==> config.mk <==
export PLATFORM = sky130hd
export DESIGN_NAME = wdt_ctrl
export DESIGN_NICKNAME = d
export VERILOG_FILES = /design/src/rtl/wdt_ctrl.sv
export SDC_FILE = /design/constraint.sdc
export NUM_CORES = 1
export LEC_CHECK = 0
export ABC_AREA = 0
export BUFFER_PORTS_ARGS = -buffer_cell sky130_fd_sc_hd__buf_2
export CORE_ASPECT_RATIO = 0.75
export CORE_MARGIN = 3
export CORE_UTILIZATION = 47
export CTS_CLUSTER_DIAMETER = 80
export DETAILED_ROUTE_END_ITERATION = 8
export HOLD_SLACK_MARGIN = 0.06
export PLACE_DENSITY_LB_ADDON = 0.12
export SLEW_MARGIN = 10
export SYNTH_ARGS = -nofsm -noshare
export SYNTH_HDL_FRONTEND = slang
export SYNTH_SLANG_ARGS = --single-unit
==> constraint.sdc <==
create_clock -name clk -period 3.15 [get_ports clk]
set_input_delay 0.1575 -clock clk [delete_from_list [all_inputs] [get_ports clk]]
set_output_delay 0.1575 -clock clk [all_outputs]
set_load 0.05 [all_outputs]
==> src/rtl/wdt_ctrl.sv <==
// wdt_ctrl: register front-end sequencing watchdog enable, kick stretch and timeout-count handoff
module wdt_ctrl #(
   parameter int unsigned SETTLE_CYC = 8,
   parameter int unsigned KICK_HOLD  = 8
) (
   input  logic        clk,
   input  logic        rst,
   input  logic        req,
   input  logic        we,
   input  logic [1:0]  addr,
   input  logic [31:0] wdata,
   output logic        ack,
   output logic        err,
   output logic [31:0] rdata,
   input  logic        wto_in,
   output logic        WDEN,
   output logic        WDLIVE,
   output logic [31:0] WTOCNT,
   output logic        irq
);
   typedef enum logic [2:0] {
      S_IDLE    = 3'd0,
      S_LOAD    = 3'd1,
      S_ARMED   = 3'd2,
      S_KICK    = 3'd3,
      S_DISABLE = 3'd4
   } state_t;
   localparam logic [7:0] L_SETTLE = 8'(SETTLE_CYC);
   localparam logic [7:0] L_HOLD   = 8'(KICK_HOLD);
   state_t      r_state, w_nstate;
   logic [7:0]  r_cnt, w_ncnt;
   logic        r_ack, r_err, r_irq, r_irq_en, r_to, r_s1, r_s2, r_s3;
   logic [31:0] r_rdata, r_cnt_reg, w_rdval;
   logic        w_wr, w_wr_ctrl, w_wr_cnt, w_wr_kick, w_w1c, w_dis, w_busy, w_en, w_edge, w_err;
   assign w_wr      = req & we;
   assign w_wr_ctrl = w_wr & (addr == 2'd0);
   assign w_wr_cnt  = w_wr & (addr == 2'd1);
   assign w_wr_kick = w_wr & (addr == 2'd2);
   assign w_w1c     = w_wr & (addr == 2'd3) & wdata[0];
   assign w_dis     = w_wr_ctrl & ~wdata[0];
   assign w_busy    = (r_state == S_LOAD) | (r_state == S_KICK) | (r_state == S_DISABLE);
   assign w_en      = (r_state == S_LOAD) | (r_state == S_ARMED) | (r_state == S_KICK);
   assign w_edge    = r_s2 & ~r_s3;
   assign w_err     = (w_wr_cnt & (r_state != S_IDLE))
                    | (w_wr_kick & ~((r_state == S_ARMED) | (r_state == S_KICK)))
                    | (w_wr_ctrl & wdata[0] & (r_state == S_DISABLE));
   assign w_rdval   = (addr == 2'd0) ? {30'd0, r_irq_en, w_en} :
                      (addr == 2'd1) ? r_cnt_reg :
                      (addr == 2'd3) ? {27'd0, r_state, w_busy, r_to} : 32'd0;
   assign ack    = r_ack;
   assign err    = r_err;
   assign rdata  = r_rdata;
   assign irq    = r_irq;
   assign WTOCNT = r_cnt_reg;
   assign WDEN   = (r_state == S_ARMED) | (r_state == S_KICK);
   assign WDLIVE = (r_state == S_KICK);
   // next state and shared settle/hold counter; counter saturates at zero
   always_comb begin
      w_nstate = r_state;
      w_ncnt   = (r_cnt != 8'd0) ? r_cnt - 8'd1 : 8'd0;
      case (r_state)
         S_IDLE: begin
            if (w_wr_ctrl && wdata[0]) begin
               w_nstate = S_LOAD;
               w_ncnt   = L_SETTLE;
            end
         end
         S_LOAD: begin
            if (w_dis) begin
               w_nstate = S_DISABLE;
               w_ncnt   = L_SETTLE;
            end else if (r_cnt == 8'd0) w_nstate = S_ARMED;
         end
         S_ARMED: begin
            if (w_dis) begin
               w_nstate = S_DISABLE;
               w_ncnt   = L_SETTLE;
            end else if (w_wr_kick) begin
               w_nstate = S_KICK;
               w_ncnt   = L_HOLD;
            end
         end
         S_KICK: begin
            if (w_dis) begin
               w_nstate = S_DISABLE;
               w_ncnt   = L_SETTLE;
            end else if (r_cnt <= 8'd1) w_nstate = S_ARMED;
         end
         S_DISABLE: begin
            if (r_cnt <= 8'd1) w_nstate = S_IDLE;
         end
         default: w_nstate = S_IDLE;
      endcase
   end
   // state and counter registers
   always_ff @(posedge clk) begin
      if (!rst) begin
         r_state <= S_IDLE;
         r_cnt   <= 8'd0;
      end else begin
         r_state <= w_nstate;
         r_cnt   <= w_ncnt;
      end
   end
   // register access response, CNT and IRQ_EN storage
   always_ff @(posedge clk) begin
      if (!rst) begin
         r_ack     <= 1'b0;
         r_err     <= 1'b0;
         r_rdata   <= 32'd0;
         r_cnt_reg <= 32'd0;
         r_irq_en  <= 1'b0;
      end else begin
         r_ack     <= req;
         r_err     <= w_err;
         r_rdata   <= (req && !we) ? w_rdval : 32'd0;
         r_cnt_reg <= (w_wr_cnt && r_state == S_IDLE) ? wdata : r_cnt_reg;
         r_irq_en  <= w_wr_ctrl ? wdata[1] : r_irq_en;
      end
   end
   // WTO synchronizer, edge detect, sticky flag (set beats clear) and interrupt
   always_ff @(posedge clk) begin
      if (!rst) begin
         r_s1  <= 1'b0;
         r_s2  <= 1'b0;
         r_s3  <= 1'b0;
         r_to  <= 1'b0;
         r_irq <= 1'b0;
      end else begin
         r_s1  <= wto_in;
         r_s2  <= r_s1;
         r_s3  <= r_s2;
         r_to  <= w_edge | (r_to & ~w_w1c);
         r_irq <= r_to & r_irq_en;
      end
   end
endmodule

After elaboration in Yosys (flattened, before gate mapping)

Cells that the tools add are included.

Add/sub/neg operators: 1
Order comparisons: 1
Equal/unequal tests: 12
Multiplexer cells: 18
Bitwise operators: 28
Reductions and logical operators: 13

Operators with widths:

| cell                                                                    | count |
|---|---|
| 8-bit 2-to-1 mux                                                        | 5 |
| 32-bit 2-to-1 mux                                                       | 1 |
| 3-bit 2-to-1 mux                                                        | 8 |
| 8-bit case mux with 3 select lines                                      | 1 |
| 3-bit case mux with 5 select lines                                      | 1 |
| 1-bit AND                                                               | 14 |
| 8-bit by 1-bit <= comparator with 1-bit output, second input constant   | 1 |
| 8-bit logical NOT                                                       | 1 |
| 1-bit OR                                                                | 8 |
| 8-bit nonzero test                                                      | 1 |
| 8-bit by 1-bit subtractor with 8-bit output, second input constant      | 1 |
| 3-bit by 2-bit == test with 1-bit output, second input constant         | 2 |
| 1-bit NOT                                                               | 6 |
| 5-bit 2-to-1 mux                                                        | 1 |
| 5-bit AND reduction                                                     | 1 |
| 2-bit == test, second input constant                                    | 2 |
| 3-bit by 1-bit == test with 1-bit output, second input constant         | 1 |
| 3-bit == test, second input constant                                    | 1 |
| 1-bit logical AND                                                       | 3 |
| 3-bit logical NOT                                                       | 1 |
| 3-bit by 1-bit inequality test with 1-bit output, second input constant | 1 |
| 3-bit by 2-bit inequality test with 1-bit output, second input constant | 1 |
| 3-bit inequality test, second input constant                            | 1 |
| 3-bit nonzero test                                                      | 1 |
| other kinds (9)                                                         | 9 |

Register bits: 83
Input port bits: 39
Output and inout bits: 69
Word-level logic and storage cells: 86

Longest topological paths before layout

Depth in word-level cells: 6
Mapped depth: 7
Mapped depth without buffers: 6

Least setup slack after synthesis

OpenSTA, ideal clock, no wires.

Kind: reg2out
Start point: reg r_state[2]
End point: out WDLIVE
Arrival time: 1.771 ns
Data required time: 2.992 ns
Path slack: 1.222 ns
Cell stages (with the launch flop): 4
Buffers on the path: 1
Path through: dfxtp_1 -> clkbuf_1 -> nor2b_1 -> and2_1

Word-level cells in the longest chain between the ends: 1

Ends and longest elaborated chain:

| element                                  | RTL line | RTL |
|---|---|---|
| from (decl)                              | 30       | `state_t r_state, w_nstate;` |
| from (signal assigned)                   | 101      | `r_state <= w_nstate;` |
| 3-bit by 2-bit == test with 1-bit output | 56       | `assign WDLIVE = (r_state == S_KICK);` |
| to (decl)                                | 17       | `output logic WDLIVE,` |

Every way passes these cells.

Worst setup path in the final report

Start point: reg r_cnt[0]
End point: reg r_cnt[5]

Word-level cells in the longest chain between the ends: 5
Elaborated cells on any way between the ends: 8
Those cells by class: add/sub (1); mux (6); reduce/logical (1)

Ends and longest elaborated chain:

| element                                                                           | RTL line | RTL |
|---|---|---|
| from (decl)                                                                       | 31       | `logic [7:0] r_cnt, w_ncnt;` |
| from (signal assigned)                                                            | 102      | `r_cnt <= w_ncnt;` |
| 8-bit by 1-bit subtractor with 8-bit output or 8-bit nonzero test (tied branches) | 60       | `w_ncnt = (r_cnt != 8'd0) ? r_cnt - 8'd1 : 8'd0;` |
| 8-bit 2-to-1 mux (*)                                                              | 60       |  |
| 8-bit 2-to-1 mux                                                                  | 78       | `end else if (w_wr_kick) begin` |
| 8-bit 2-to-1 mux                                                                  | 75       | `if (w_dis) begin` |
| 8-bit case mux with 3 select lines (*)                                            | 61       | `case (r_state)` |

Mark *: on every way between the ends. The rest lies on a longest branch, timed or not.
A chain may end at the register's enable or synchronous reset.

==> results.json <==
{
  "initial_core_util_pct": 50.4,
  "dp_hpwl_mm": 4.72,
  "drv_slew": 0,
  "yosysWarnings": 0,
  "antenna_found_initial": 0,
  "firstDrtPassIters": 4,
  "io_pins": 108,
  "cp.arrival_ns": 2.12,
  "syn-num-nets": 367,
  "worst_pin_slew_ns": 0.674,
  "hold_path.class": "in2reg",
  "yosys-top-cells-area": "dfxtp_1 55%, nand2_1 9.4%, a21boi_1 7.4%",
  "nNetsFinal": 499,
  "die_x_um": 98.9,
  "ys.flop_type": "dfxtp_1",
  "relSlewSlack_pct": 54.4,
  "drive_above_1_share_pct": 27.5,
  "synth-edff-count": 0,
  "grt.overflow.total": 0,
  "syn_avg_cell_area_um2": 9.33,
  "slowest_stage": "nor4b_1",
  "p_clk_share_pct": 31.7,
  "synth.ff_latch_count": 83,
  "cts_resized": 0,
  "finalHoldViolCount": 0,
  "placementRows": 24,
  "holdPathEnd": "WTOCNT[27]$_SDFFE_PN0P_",
  "fin_crit_sh_pct": 60.8,
  "ir_worst_vdd_mv": 0.315,
  "clock-root-buffer": "clkbuf_8",
  "swShare_pct": 27.4,
  "r2r-start": "r_cnt[0]$_SDFF_PN0_",
  "path_cells": "inv_1, ha_1, nor4b_1, nand2_1, o211ai_1, nor2_1",
  "gp_congestion": 0.803,
  "fin_setup_tns_ns": 0,
  "cp-start-kind": "flip-flop",
  "wire_per_inst_um": 12.8,
  "leakage_nw": 1.84,
  "yosysUniqueCellTypes": 39,
  "die_area_um2": 7490,
  "max-cap-violations": 0,
  "htree_num_levels": 3,
  "crit_path_end_kind": "flip-flop",
  "synth_largest_area_cell": "dfxtp_1",
  "path_clk_slew_ns": 0.07,
  "internal_power_w": 0.00163,
  "netlist_area_um2": 3040,
  "dp_cells": 494,
  "dpl-instance-area_um2": 3590,
  "finClkSkew_ns": 0.00512,
  "synthCells": 326,
  "seq_area_frac_synth_pct": 54.6,
  "finalSetupViolations": 0,
  "area_delta_synth_final_pct": 34.1,
  "clockBufferDepth": 2,
  "utilization_pct": 67.6,
  "fmax_ghz": 0.523,
  "cts_buffers": 9,
  "first_global_vias": 2411,
  "synth.top_cell.area_share_pct": 54.6,
  "hold_depth": 3,
  "instances_no_fill": 540,
  "cts_tree": "built",
  "crit_required_ns": 3.35,
  "route.detailed.drc": 0,
  "hold_start": "wdata[27]",
  "wl_mm": 6.89,
  "diodes": 0,
  "die_y_um": 75.7,
  "critPathMaxFanout": 7,
  "fin_crit_ns": 1.91,
  "coreArea_um2": 6040,
  "clock-sinks": 83,
  "reg2reg_to": "r_cnt[5]$_SDFF_PN0_",
  "pwr-share-seq_pct": 50.9,
  "async_flop_share_pct": 0,
  "post_drt_via_cell_ratio": 4.75,
  "io_buffers": 107,
  "cpPeakStageDelay_ns": 0.57,
  "postLayoutCellArea_um2": 4080,
  "track_usage_pct": 19.2,
  "combPwrFrac_pct": 17.4,
  "power_density_nw_per_um2": 549,
  "crit_type": "reg2reg",
  "rsz0062_at_grt": "no",
  "reg2reg_depth": 6,
  "grt_pass1_wl_mm": 11.4,
  "grt_max_degree": 45,
  "status": "completed",
  "ant_nets": 0,
  "vias": 2567,
  "clock_latency_ns": 0.33,
  "dr.first_iter.drc_count": 128,
  "nFillCells": 499,
  "rrSetupSlack_ns": 1.24,
  "p_switching_w": 0.000613
}
==> worst max-delay path by stage <==
stage,startpoint,to,slack (ns),cells past startpoint
6_report,r_cnt[0]$_SDFF_PN0_,r_cnt[5]$_SDFF_PN0_,1.24,6
5_1_grt,r_cnt[0]$_SDFF_PN0_,r_cnt[5]$_SDFF_PN0_,1.02,6
4_1_cts,we,WTOCNT[27]$_SDFFE_PN0P_,1.25,7
3_5_place_dp,rst,rdata[22]$_SDFF_PP0_,1.23,6
3_3_place_gp,rst,rdata[30]$_SDFF_PP0_,1.27,6
2_1_floorplan,r_state[2]$_SDFFE_PN0P_,WDLIVE,1.22,3
==> worst max-delay path, delay by kind of cell, from the launching register on <==
| kind | cells | cell delay (ns) |
|---|---|---|
| buffers and inverters | 1 | 0.07 |
| adders and majority gates | 1 | 0.23 |
| AOI/OAI and AO/OA | 1 | 0.31 |
| and+or+nand+nor | 3 | 0.83 |
| DFF | 1 | 0.34 |
==> power groups by stage <==
stage	sequential [W]	clock [W]	combinational, W
after floorplan	0.00119	0	0.000243
after global placement	0.00116	0	0.000352
after detailed placement	0.00116	0	0.000357
after CTS	0.00114	0.000733	0.000389
after global routing	0.00115	0.000783	0.000442
final	0.00114	0.000711	0.000390
==> stage by stage <==
step	hold slack, ns	setup WS, ns	total power (W)
after floorplan	0.234	1.22	0.00143
after global placement	0.371	1.27	0.00151
after detailed placement	0.378	1.23	0.00152
after CTS	0.0610	1.25	0.00226
after global routing	0.0700	1.02	0.00237
final	0.0770	1.24	0.00224
==> final cells by class <==
| class | count | area, µm² | share of cell area (%) |
|---|---|---|---|
| sequential | 83 | 1660 | 40.7 |
| multi-input combinational | 219 | 1250 | 30.6 |
| timing repair buffer | 140 | 873 | 21.4 |
| clock buffer | 10 | 128 | 3.13 |
| tap | 78 | 97.6 | 2.39 |
| clock inverter | 5 | 55.1 | 1.35 |
| inverter | 5 | 18.8 | 0.460 |
==> layout by cell type, fill, tap and decap left out, drive strengths merged, types with 2 or more instances in the layout <==
| master | count |
|---|---|
| nand2b | 6 |
| inv | 5 |
| nor3 | 7 |
| nor2b | 3 |
| a21boi | 34 |
| nand4 | 2 |
| xor2 | 2 |
| nor2 | 18 |
| clkinv | 2 |
| mux2i | 6 |
| nand2 | 76 |
| ha | 2 |
| dlygate4sd3 | 31 |
| clkinvlp | 2 |
| o21ai | 4 |
| a21oi | 3 |
| clkbuf | 10 |
| buf | 109 |
| dfxtp | 83 |
| and2 | 31 |
| o211ai | 2 |
| nor4 | 4 |
| nand3 | 3 |
| xnor2 | 3 |
==> cells in the mapped netlist (3+ instances only) <==
cell type,count
mux2i_1,6
nor3_1,7
clkbuf_1,9
a21boi_1,30
buf_2,3
nor4_1,3
o21ai_0,4
buf_6,5
xnor2_1,3
and2_1,31
a21oi_1,3
nand3_1,3
nand2b_1,6
inv_1,5
nand2_1,76
nor2b_1,3
dfxtp_1,83
nor2_1,17
a21boi_0,4
==> timing repair <==
item	4_1_cts	5_1_grt
buffers inserted	0	0
hold endpoints to repair	32	0
hold buffers	31	0
==> cell families (layout without fill, tap and decap cells) <==
group | after synthesis | after routing | synth area share [%]
fa+ha+maj | 2 | 2 | 0.822
xor+xnor | 5 | 5 | 1.44
flops | 83 | 83 | 54.6
compound gates | 51 | 51 | 12.1
buf+inv | 24 | 160 | 4.40
simple gates | 155 | 155 | 24.6
mux | 6 | 6 | 1.97
==> layer usage <==
metal  routed length [µm]  GRT usage [%]  part of all wire, %  up-vias
met5                    0              0                    0        -
met1                 3290           23.9                   48     1162
met2                 3110           31.8                   45       72
met4                   53           6.67                 0.77        0
met3                  437           6.59                  6.3        5
li1                     -              -                    -     1328
Power figures use the tool's default switching activity.
